**src/rtl/ex_muldiv_if.sv**
```systemverilog
// Handshake/data bundle between EX-stage control and the multi-cycle mul/div unit.
// Master drives the request side; slave (the unit) returns status and HI/LO results.
interface ex_muldiv_if #(
    parameter int XLEN = 32
);
    logic            start;
    logic [2:0]      op;
    logic [XLEN-1:0] src_a;
    logic [XLEN-1:0] src_b;
    logic [XLEN-1:0] hi_i;
    logic [XLEN-1:0] lo_i;
    logic            flush;
    logic            busy;
    logic            stallreq;
    logic            done;
    logic [XLEN-1:0] hi_o;
    logic [XLEN-1:0] lo_o;
    logic            div_by_zero;

    modport master (
        output start, op, src_a, src_b, hi_i, lo_i, flush,
        input  busy, stallreq, done, hi_o, lo_o, div_by_zero
    );

    modport slave (
        input  start, op, src_a, src_b, hi_i, lo_i, flush,
        output busy, stallreq, done, hi_o, lo_o, div_by_zero
    );
endinterface

```
**src/rtl/ex_muldiv_unit.sv**
```systemverilog
// Multi-cycle MULT/MULTU/DIV/DIVU engine for EX with HI/LO result and pipeline stall request.
// Define EX_MULDIV_MACC_EN to enable MADD/MADDU/MSUB/MSUBU; otherwise ops 1xx complete as a no-op.
module ex_muldiv_unit #(
    parameter int XLEN        = 32,
    parameter int MUL_LATENCY = 3
) (
    input  logic       clk,
    input  logic       rst,
    ex_muldiv_if.slave bus
);
    typedef enum logic [1:0] {S_IDLE, S_MUL, S_DIV, S_DONE} state_t;

    localparam int CNT_MAX = (XLEN > MUL_LATENCY) ? XLEN : MUL_LATENCY;
    localparam int CW      = $clog2(CNT_MAX + 1);
    localparam logic [CW-1:0] CNT_ONE  = CW'(1);
    localparam logic [CW-1:0] MUL_LAST = CW'(MUL_LATENCY - 1);
    localparam logic [CW-1:0] DIV_LAST = CW'(XLEN);
`ifdef EX_MULDIV_MACC_EN
    localparam logic [CW-1:0] MACC_LAST = CW'(MUL_LATENCY);
`endif

    state_t          state_reg, state_next;
    logic [CW-1:0]   cnt_reg, cnt_next;
    logic [2:0]      op_reg, op_next;
    logic [XLEN-1:0] a_reg, a_next, b_reg, b_next;
    logic [XLEN-1:0] acc_hi_reg, acc_hi_next, acc_lo_reg, acc_lo_next;
    logic [XLEN-1:0] rem_reg, rem_next, quo_reg, quo_next, dvs_reg, dvs_next;
    logic [XLEN-1:0] hi_reg, hi_next, lo_reg, lo_next;
    logic            dbz_reg, dbz_next;

    logic              idle, busy, is_signed, is_div_op;
    logic [2:0]        op_cur;
    logic [XLEN-1:0]   a_cur, b_cur, mag_a, mag_b;
    logic [2*XLEN-1:0] acc_cur, prod_mag, product, mul_result;
    logic              prod_neg, quo_neg, rem_neg;
    logic [XLEN-1:0]   quo_fix, rem_fix, step_rem, step_quo;
    logic [CW-1:0]     mul_last;

    // One restoring-division step: shift in the next dividend bit, subtract if it fits.
    function automatic logic [2*XLEN-1:0] div_step(input logic [XLEN-1:0] rem,
                                                   input logic [XLEN-1:0] quo,
                                                   input logic [XLEN-1:0] dvs);
        logic [XLEN:0]   sh;
        logic [XLEN-1:0] diff;
        sh   = {rem, quo[XLEN-1]};
        diff = sh[XLEN-1:0] - dvs;
        if (sh >= {1'b0, dvs})
            div_step = {diff, quo[XLEN-2:0], 1'b1};
        else
            div_step = {sh[XLEN-1:0], quo[XLEN-2:0], 1'b0};
    endfunction

    // In IDLE the operand path looks straight at the inputs so the start cycle can do real work.
    assign idle      = (state_reg == S_IDLE);
    assign busy      = (state_reg == S_MUL) || (state_reg == S_DIV);
    assign op_cur    = idle ? bus.op    : op_reg;
    assign a_cur     = idle ? bus.src_a : a_reg;
    assign b_cur     = idle ? bus.src_b : b_reg;
    assign acc_cur   = idle ? {bus.hi_i, bus.lo_i} : {acc_hi_reg, acc_lo_reg};
    assign is_signed = ~op_cur[0];
    assign is_div_op = (op_cur[2:1] == 2'b01);

    assign mag_a    = (is_signed && a_cur[XLEN-1]) ? -a_cur : a_cur;
    assign mag_b    = (is_signed && b_cur[XLEN-1]) ? -b_cur : b_cur;
    assign prod_mag = {{XLEN{1'b0}}, mag_a} * {{XLEN{1'b0}}, mag_b};
    assign prod_neg = is_signed && (a_cur[XLEN-1] ^ b_cur[XLEN-1]);
    assign product  = prod_neg ? -prod_mag : prod_mag;

`ifdef EX_MULDIV_MACC_EN
    assign mul_result = !op_cur[2] ? product
                      : (op_cur[1] ? acc_cur - product : acc_cur + product);
    assign mul_last   = op_cur[2] ? MACC_LAST : MUL_LAST;
`else
    assign mul_result = product;
    assign mul_last   = MUL_LAST;
`endif

    assign {step_rem, step_quo} = idle ? div_step('0, mag_a, mag_b)
                                       : div_step(rem_reg, quo_reg, dvs_reg);

    assign quo_neg = is_signed && (a_cur[XLEN-1] ^ b_cur[XLEN-1]);
    assign rem_neg = is_signed && a_cur[XLEN-1];
    assign quo_fix = quo_neg ? -quo_reg : quo_reg;
    assign rem_fix = rem_neg ? -rem_reg : rem_reg;

    always_comb begin
        state_next  = state_reg;
        cnt_next    = cnt_reg;
        op_next     = op_reg;
        a_next      = a_reg;
        b_next      = b_reg;
        acc_hi_next = acc_hi_reg;
        acc_lo_next = acc_lo_reg;
        rem_next    = rem_reg;
        quo_next    = quo_reg;
        dvs_next    = dvs_reg;
        hi_next     = hi_reg;
        lo_next     = lo_reg;
        dbz_next    = dbz_reg;

        case (state_reg)
            S_IDLE: begin
                if (bus.start) begin
                    op_next     = bus.op;
                    a_next      = bus.src_a;
                    b_next      = bus.src_b;
                    acc_hi_next = bus.hi_i;
                    acc_lo_next = bus.lo_i;
                    cnt_next    = CNT_ONE;
                    if (is_div_op) begin
                        if (b_cur == '0) begin
                            state_next = S_DONE;
                            hi_next    = a_cur;
                            lo_next    = '1;
                            dbz_next   = 1'b1;
                        end else begin
                            // First quotient bit is resolved in the start cycle itself.
                            state_next = S_DIV;
                            rem_next   = step_rem;
                            quo_next   = step_quo;
                            dvs_next   = mag_b;
                        end
                    end
`ifndef EX_MULDIV_MACC_EN
                    else if (op_cur[2]) begin
                        state_next           = S_DONE;
                        {hi_next, lo_next}   = acc_cur;
                        dbz_next             = 1'b0;
                    end
`endif
                    else if (mul_last == '0) begin
                        state_next         = S_DONE;
                        {hi_next, lo_next} = mul_result;
                        dbz_next           = 1'b0;
                    end else begin
                        state_next = S_MUL;
                    end
                end
            end
            S_MUL: begin
                if (cnt_reg == mul_last) begin
                    state_next         = S_DONE;
                    {hi_next, lo_next} = mul_result;
                    dbz_next           = 1'b0;
                end else begin
                    cnt_next = cnt_reg + CNT_ONE;
                end
            end
            S_DIV: begin
                if (cnt_reg == DIV_LAST) begin
                    // Sign-fixup cycle: result is corrected on its way into HI/LO.
                    state_next = S_DONE;
                    hi_next    = rem_fix;
                    lo_next    = quo_fix;
                    dbz_next   = 1'b0;
                end else begin
                    rem_next = step_rem;
                    quo_next = step_quo;
                    cnt_next = cnt_reg + CNT_ONE;
                end
            end
            default: begin
                state_next = S_IDLE;
            end
        endcase

        // Flush beats everything, including a same-cycle start; HI/LO keep the last result.
        if (bus.flush) begin
            state_next = S_IDLE;
            cnt_next   = '0;
            hi_next    = hi_reg;
            lo_next    = lo_reg;
            dbz_next   = dbz_reg;
        end
    end

    always_ff @(posedge clk) begin
        if (rst) begin
            state_reg  <= S_IDLE;
            cnt_reg    <= '0;
            op_reg     <= '0;
            a_reg      <= '0;
            b_reg      <= '0;
            acc_hi_reg <= '0;
            acc_lo_reg <= '0;
            rem_reg    <= '0;
            quo_reg    <= '0;
            dvs_reg    <= '0;
            hi_reg     <= '0;
            lo_reg     <= '0;
            dbz_reg    <= 1'b0;
        end else begin
            state_reg  <= state_next;
            cnt_reg    <= cnt_next;
            op_reg     <= op_next;
            a_reg      <= a_next;
            b_reg      <= b_next;
            acc_hi_reg <= acc_hi_next;
            acc_lo_reg <= acc_lo_next;
            rem_reg    <= rem_next;
            quo_reg    <= quo_next;
            dvs_reg    <= dvs_next;
            hi_reg     <= hi_next;
            lo_reg     <= lo_next;
            dbz_reg    <= dbz_next;
        end
    end

    assign bus.busy        = busy;
    assign bus.stallreq    = (idle && bus.start && !bus.flush) || busy;
    assign bus.done        = (state_reg == S_DONE);
    assign bus.hi_o        = hi_reg;
    assign bus.lo_o        = lo_reg;
    assign bus.div_by_zero = dbz_reg;
endmodule

```
**src/flat_wrapper.sv**
```systemverilog
// flat-port wrapper written by rule: the top's interface ports become plain ports
module ex_muldiv_unit_flat 
#(
    parameter int XLEN        = 32,
    parameter int MUL_LATENCY = 3
)
  (clk, rst, bus_start, bus_op, bus_src_a, bus_src_b, bus_hi_i, bus_lo_i, bus_flush, bus_busy, bus_stallreq, bus_done, bus_hi_o, bus_lo_o, bus_div_by_zero);
  ex_muldiv_if #(.XLEN(XLEN)) bus_i ();
  input  logic clk;
  input  logic rst;
  input wire logic [$bits(bus_i.start)-1:0] bus_start;
  input wire logic [$bits(bus_i.op)-1:0] bus_op;
  input wire logic [$bits(bus_i.src_a)-1:0] bus_src_a;
  input wire logic [$bits(bus_i.src_b)-1:0] bus_src_b;
  input wire logic [$bits(bus_i.hi_i)-1:0] bus_hi_i;
  input wire logic [$bits(bus_i.lo_i)-1:0] bus_lo_i;
  input wire logic [$bits(bus_i.flush)-1:0] bus_flush;
  output wire logic [$bits(bus_i.busy)-1:0] bus_busy;
  output wire logic [$bits(bus_i.stallreq)-1:0] bus_stallreq;
  output wire logic [$bits(bus_i.done)-1:0] bus_done;
  output wire logic [$bits(bus_i.hi_o)-1:0] bus_hi_o;
  output wire logic [$bits(bus_i.lo_o)-1:0] bus_lo_o;
  output wire logic [$bits(bus_i.div_by_zero)-1:0] bus_div_by_zero;
  assign bus_i.start = bus_start;
  assign bus_i.op = bus_op;
  assign bus_i.src_a = bus_src_a;
  assign bus_i.src_b = bus_src_b;
  assign bus_i.hi_i = bus_hi_i;
  assign bus_i.lo_i = bus_lo_i;
  assign bus_i.flush = bus_flush;
  assign bus_busy = bus_i.busy;
  assign bus_stallreq = bus_i.stallreq;
  assign bus_done = bus_i.done;
  assign bus_hi_o = bus_i.hi_o;
  assign bus_lo_o = bus_i.lo_o;
  assign bus_div_by_zero = bus_i.div_by_zero;
  ex_muldiv_unit #(.XLEN(XLEN), .MUL_LATENCY(MUL_LATENCY)) u_core (.clk(clk), .rst(rst), .bus(bus_i));
endmodule
```
**config.mk**
```make
export PLATFORM = sky130hd
export DESIGN_NAME = ex_muldiv_unit_flat
export DESIGN_NICKNAME = d
export VERILOG_FILES = /design/src/rtl/ex_muldiv_if.sv /design/src/rtl/ex_muldiv_unit.sv /design/src/flat_wrapper.sv
export SDC_FILE = /design/constraint.sdc
export NUM_CORES = 2
export LEC_CHECK = 0
export CORE_MARGIN = 4
export CORE_UTILIZATION = 40
export CTS_CLUSTER_SIZE = 16
export DETAILED_ROUTE_END_ITERATION = 10
export PLACE_DENSITY = 0.6
export SLEW_MARGIN = 30
export SYNTH_ARGS = -nofsm -noshare
export SYNTH_HDL_FRONTEND = slang
export SYNTH_SLANG_ARGS = --single-unit
```
**constraint.sdc**
```tcl
create_clock -name clk -period 13 [get_ports clk]
set_input_delay 1.3 -clock clk [delete_from_list [all_inputs] [get_ports clk]]
set_output_delay 1.3 -clock clk [all_outputs]
set_load 0.03 [all_outputs]
```
# --- Yosys cells after proc, flatten, opt, wreduce, memory -nomap -nowiden ---
# Cells that the tools add are included.
word_totals:
  input_bits: 135
  ff_bits: 236
  elab_cells: 113
op_classes:
  order_cmp: 2
  n_eq_ne: 15
  muxes: 53
  mul: 1
  n_reduce_logical: 19
  bitwise: 4
  add_sub_neg: 8
op_table:
  columns: ["op", "count"]
  rows:
  - ["$mux W32", 26]
  - ["$mux W64", 4]
  - ["$pmux W32 S3", 2]
  - ["$neg A32 Y32", 4]
  - ["$pmux W32 S2", 2]
  - ["$mul A32 B32 Y64", 1]
  - ["$neg A64 Y64", 1]
  - ["$ge A33 B32 Y1", 1]
  - ["$ge A1 B32 Y1", 1]
  - ["$logic_not A32 Y1", 1]
  - ["$sub A1 B32 Y32", 1]
  - ["$sub A32 B32 Y32", 1]
  - ["$mux W6", 3]
  - ["$pmux W6 S3", 1]
  - ["$ne A2 B2 Y1 const B", 7]
  - ["$mux W2", 5]
  - ["$reduce_and A4 Y1", 2]
  - ["$mux W1", 7]
  - ["$reduce_and A7 Y1", 1]
  - ["$add A6 B1 Y6 const B", 1]
  - ["$eq A6 B2 Y1 const B", 1]
  - ["$eq A6 B6 Y1 const B", 1]
  - ["$ne A3 B3 Y1 const B", 2]
  - ["$pmux W2 S3", 1]
  - ["other kinds (16)", 25]

# --- Longest topological paths before layout ---
logic_depth:
  word_depth: 12
  depth_mapped: 53

# --- Worst setup path after synthesis ---
# OpenSTA, ideal clock, no wires.
synth_path:
  kind: "register -> register"
  from: "register u_core.state_reg[0]"
  to: "register u_core.hi_reg[29] (netlist: u_core.bus.hi_o[29])"
  slack_ns: 0.888
  stages_incl_launch_ff: 48
  synth_period_minus_slack_ns: 12.112
  t_required_ns: 12.930
  arrival_ns: 12.041
  cell_sequence: "dfxtp_1 inv_1 ha_1 buf_4 buf_6 buf_6 buf_6 buf_4 buf_4 buf_2 buf_2 buf_2 buf_2 buf_2 mux2i_1 ha_1 nand2_1 nor4_1 (+12 left out) fa_1 fa_1 fa_1 ha_1 clkbuf_1 nand4_1 or3_1 nor3_1 nand2_1 o21ai_1 a21oi_1 a2111oi_0 nor4bb_1 nor2b_1 a31oi_1 xor2_1 a2111o_1 a21oi_1"
synth_via:
  elab_chain_cells: 10
  elab_cells_between_ends: 34
synth_lines:
  columns: ["item", "line", "source"]
  rows:
  - ["from (decl)", "ex_muldiv_unit.sv:22", "state_t state_reg, state_next;"]
  - ["from (signal assigned)", "ex_muldiv_unit.sv:193", "state_reg <= state_next;"]
  - ["parallel branches: the longest is 10 deep, another holds $mul A32 B32 Y64", null, null]
  - ["to (signal assigned)", "ex_muldiv_unit.sv:203", "hi_reg <= hi_next;"]
  - ["to (decl)", "ex_muldiv_unit.sv:28", "logic [XLEN-1:0] hi_reg, hi_next, lo_reg, lo_next;"]
# Parallel ways; which one is timed is not known. The select of a mux whose other input is x is not followed.
# A chain may end at the register's enable or synchronous reset.

# --- Worst setup path in the final report ---
# Same ends and word-level chain as after synthesis.

==> impl_metrics.ini <==
[outcome]
status = finished, final reports clean

[global_routing]
grt_pass1_wl_mm = 299
met3_usage_pct = 4.99
grt_use_met2_pct = 50.1
track_usage_pct = 30.2
antenna_found_initial = 5
grt_max_degree = 149
grt_pass1_vias = 46974
busiest_layer = met2
grtUsageMet1_pct = 39.6
grt_overflow_total = 0

[floorplanning]
std_cell_rows = 129
die_w_um = 362
start_util_pct = 40.4
io_pins = 203
core_mm2 = 0.124
die-area_mm2 = 0.131
die_height_um = 362

[placement]
dp_cells = 8098
placed_area_mm2 = 0.0567
hpwl_mm = 164
place_congestion = 1.00
port_buffers = 202

[cells_and_area]
multiInputGateArea_mm2 = 0.0411
fin_area_mm2 = 0.0577
synthToLayoutAreaGrowth_pct = 15.1
final_common_cell = inv_1
layout-drive-gt1-share_pct = 8.92
fin_cells = 8154
fillers = 12247
final_cell_mix = inv_1, fa_1, nand2_1, nor2_1, buf_4
final_nets = 7834
seqCellArea_mm2 = 0.00472

[yosys]
synth-edff-count = 0
ys.flop_type = dfxtp_1
syn_nets = 7546
yosysWarnings = 0
syn_area_per_cell_um2 = 8.07
ys_ff_latch = 236
syn-cell-area_mm2 = 0.0501
postSynth.asyncResetShare_pct = 0
syn_inst = 6204
ys_seq_area_share_pct = 9.43
synth_cell_type_count = 95

[worst_setup_path]
cp_max_fo = 45
end_kind = flip-flop
cp.required_ns = 13.55
startpoint_type = flip-flop
slowest_stage = nor3_1
critPathKind = flip-flop to flip-flop
worstPathArrival_ns = 12.84
path_buf_inv = 9
slowest_delay_ns = 0.77
cpMostUsedCell = fa_1
cpLargestDelayFamily = adder cells

[sta]
fin_crit_sh_pct = 94.5
finalHoldViolCount = 0
setup_viol = 0
worstMarginPinSlew_ns = 1.06
tns_ns = 0
fmax_mhz = 81.4
layout_min_cycle_time_ns = 12.29
finClkSkew_ns = 0.0548
max_slew_margin_pct = 29.2
slew_violations = 0
rsz0062_at_grt = no

[drt]
vias = 45704
viasPerCell = 5.61
drt-initial-drc-count = 4137
wl_mm = 199
wire_per_inst_um = 24.4
ant_nets = 0
first_pass_iters = 6
drc_errors = 0

[clock_tree]
cts_tree = built
cts_buffer_depth = 3
cts_made_buffers = 29
cts.reportedPaths.clkPinSlew_ns = 0.06
htreeDepth = 1
cts_resized = 0
cts_setup_buffers = 0
worstSkewPairLatency_ns = 0.62
root_buffer = clkbuf_16
cts.sink_count = 236
hold_buffers = 0

[worst_hold_path]
hold_class = flip-flop to flip-flop

[run]
max_cap_viol_count = 0
[cells by family after synthesis]
kind of cell               after synthesis  synth area share [%]
DFF                                    236                  9.43
buffers and inverters                 1299                  9.87
AOI/OAI and AO/OA                      929                  11.7
muxes                                  113                  2.32
and+or+nand+nor                       2115                  17.7
adders and majority gates             1207                  43.6
xor gates and xnor gates               305                  5.40
[worst reg2reg max path: cells and delay by family, from the launching register on]
kind                     cells  cell delay (ns)
AO/OA/AOI/OAI               11             2.94
XOR/XNOR                     2             0.44
adder cells (fa/ha/maj)     10             4.73
buffers and inverters        9             1.44
flip-flops                   1             0.39
AND/OR/NAND/NOR              7             2.34
[cell usage after synthesis, types with 9 or more instances]
cell type / count / share of area [%]
a211oi_1: 68 / 1.0
a21o_1: 36 / 0.54
a21oi_1: 352 / 3.5
a221oi_1: 22 / 0.38
a31oi_1: 32 / 0.40
and2_1: 33 / 0.41
and3_1: 19 / 0.24
buf_2: 20 / 0.20
clkbuf_1: 311 / 2.3
dfxtp_1: 236 / 9.4
fa_1: 897 / 36
ha_1: 310 / 7.7
inv_1: 949 / 7.1
mux2_2: 15 / 0.34
mux2i_1: 97 / 1.9
nand2_1: 857 / 6.4
nand2b_1: 20 / 0.25
nand3_1: 41 / 0.41
nand3b_1: 10 / 0.15
nand4_1: 34 / 0.42
nor2_1: 857 / 6.4
nor2b_1: 13 / 0.16
nor3_1: 127 / 1.3
nor3b_1: 10 / 0.15
nor4_1: 26 / 0.32
o211ai_1: 25 / 0.37
o21a_1: 44 / 0.66
o21ai_0: 155 / 1.5
o21ai_1: 12 / 0.12
o21bai_1: 14 / 0.21
o221ai_1: 27 / 0.47
o22ai_1: 16 / 0.20
o31ai_1: 27 / 0.40
o41ai_1: 16 / 0.28
or2_2: 9 / 0.11
or3_1: 20 / 0.25
or4_1: 10 / 0.15
xnor2_1: 170 / 3.0
xor2_1: 132 / 2.3
[final cells by class]
type                       count  share of cell area, %
antenna                        3                 0.0130
clock inverter                14                  0.250
tap                         1637                   3.55
clock buffer                  39                   1.45
timing repair buffer         601                   9.10
sequential                   236                   8.19
multi-input combinational   4669                   71.2
inverter                     955                   6.22
[routing by layer]
| layer | part of all wire [%] | vias to the layer above |
|---|---|---|
| met1 | 40 | 23156 |
| li1 | - | 20216 |
| met3 | 8.0 | 393 |
| met2 | 47 | 1937 |
| met5 | 0.0065 | - |
| met4 | 4.8 | 2 |
[through the flow]
step           hold slack (ns)  util [%]  setup WS (ns)
6_report                 0.454      46.5          0.711
5_1_grt                  0.466      46.5          0.200
4_1_cts                  0.456      46.4          0.882
3_5_place_dp             0.447      45.6          0.408
3_3_place_gp             0.439      45.6          0.390
2_1_floorplan            0.431         -          0.888
[path summary, 6_finish.rpt]
path	from	slack (ns)	depth (start not counted)	endpoint
min reg2reg	u_core.a_reg[28]	0.45	2	u_core.a_reg[28]
max reg2reg	u_core.state_reg[0]	0.71	39	u_core.bus.hi_o[29]
min	u_core.a_reg[28]	0.45	2	u_core.a_reg[28]
max	u_core.state_reg[0]	0.71	39	u_core.bus.hi_o[29]
Power is not shown: default switching activity piles up to over one toggle a cycle in this logic, so the estimate is an artifact.
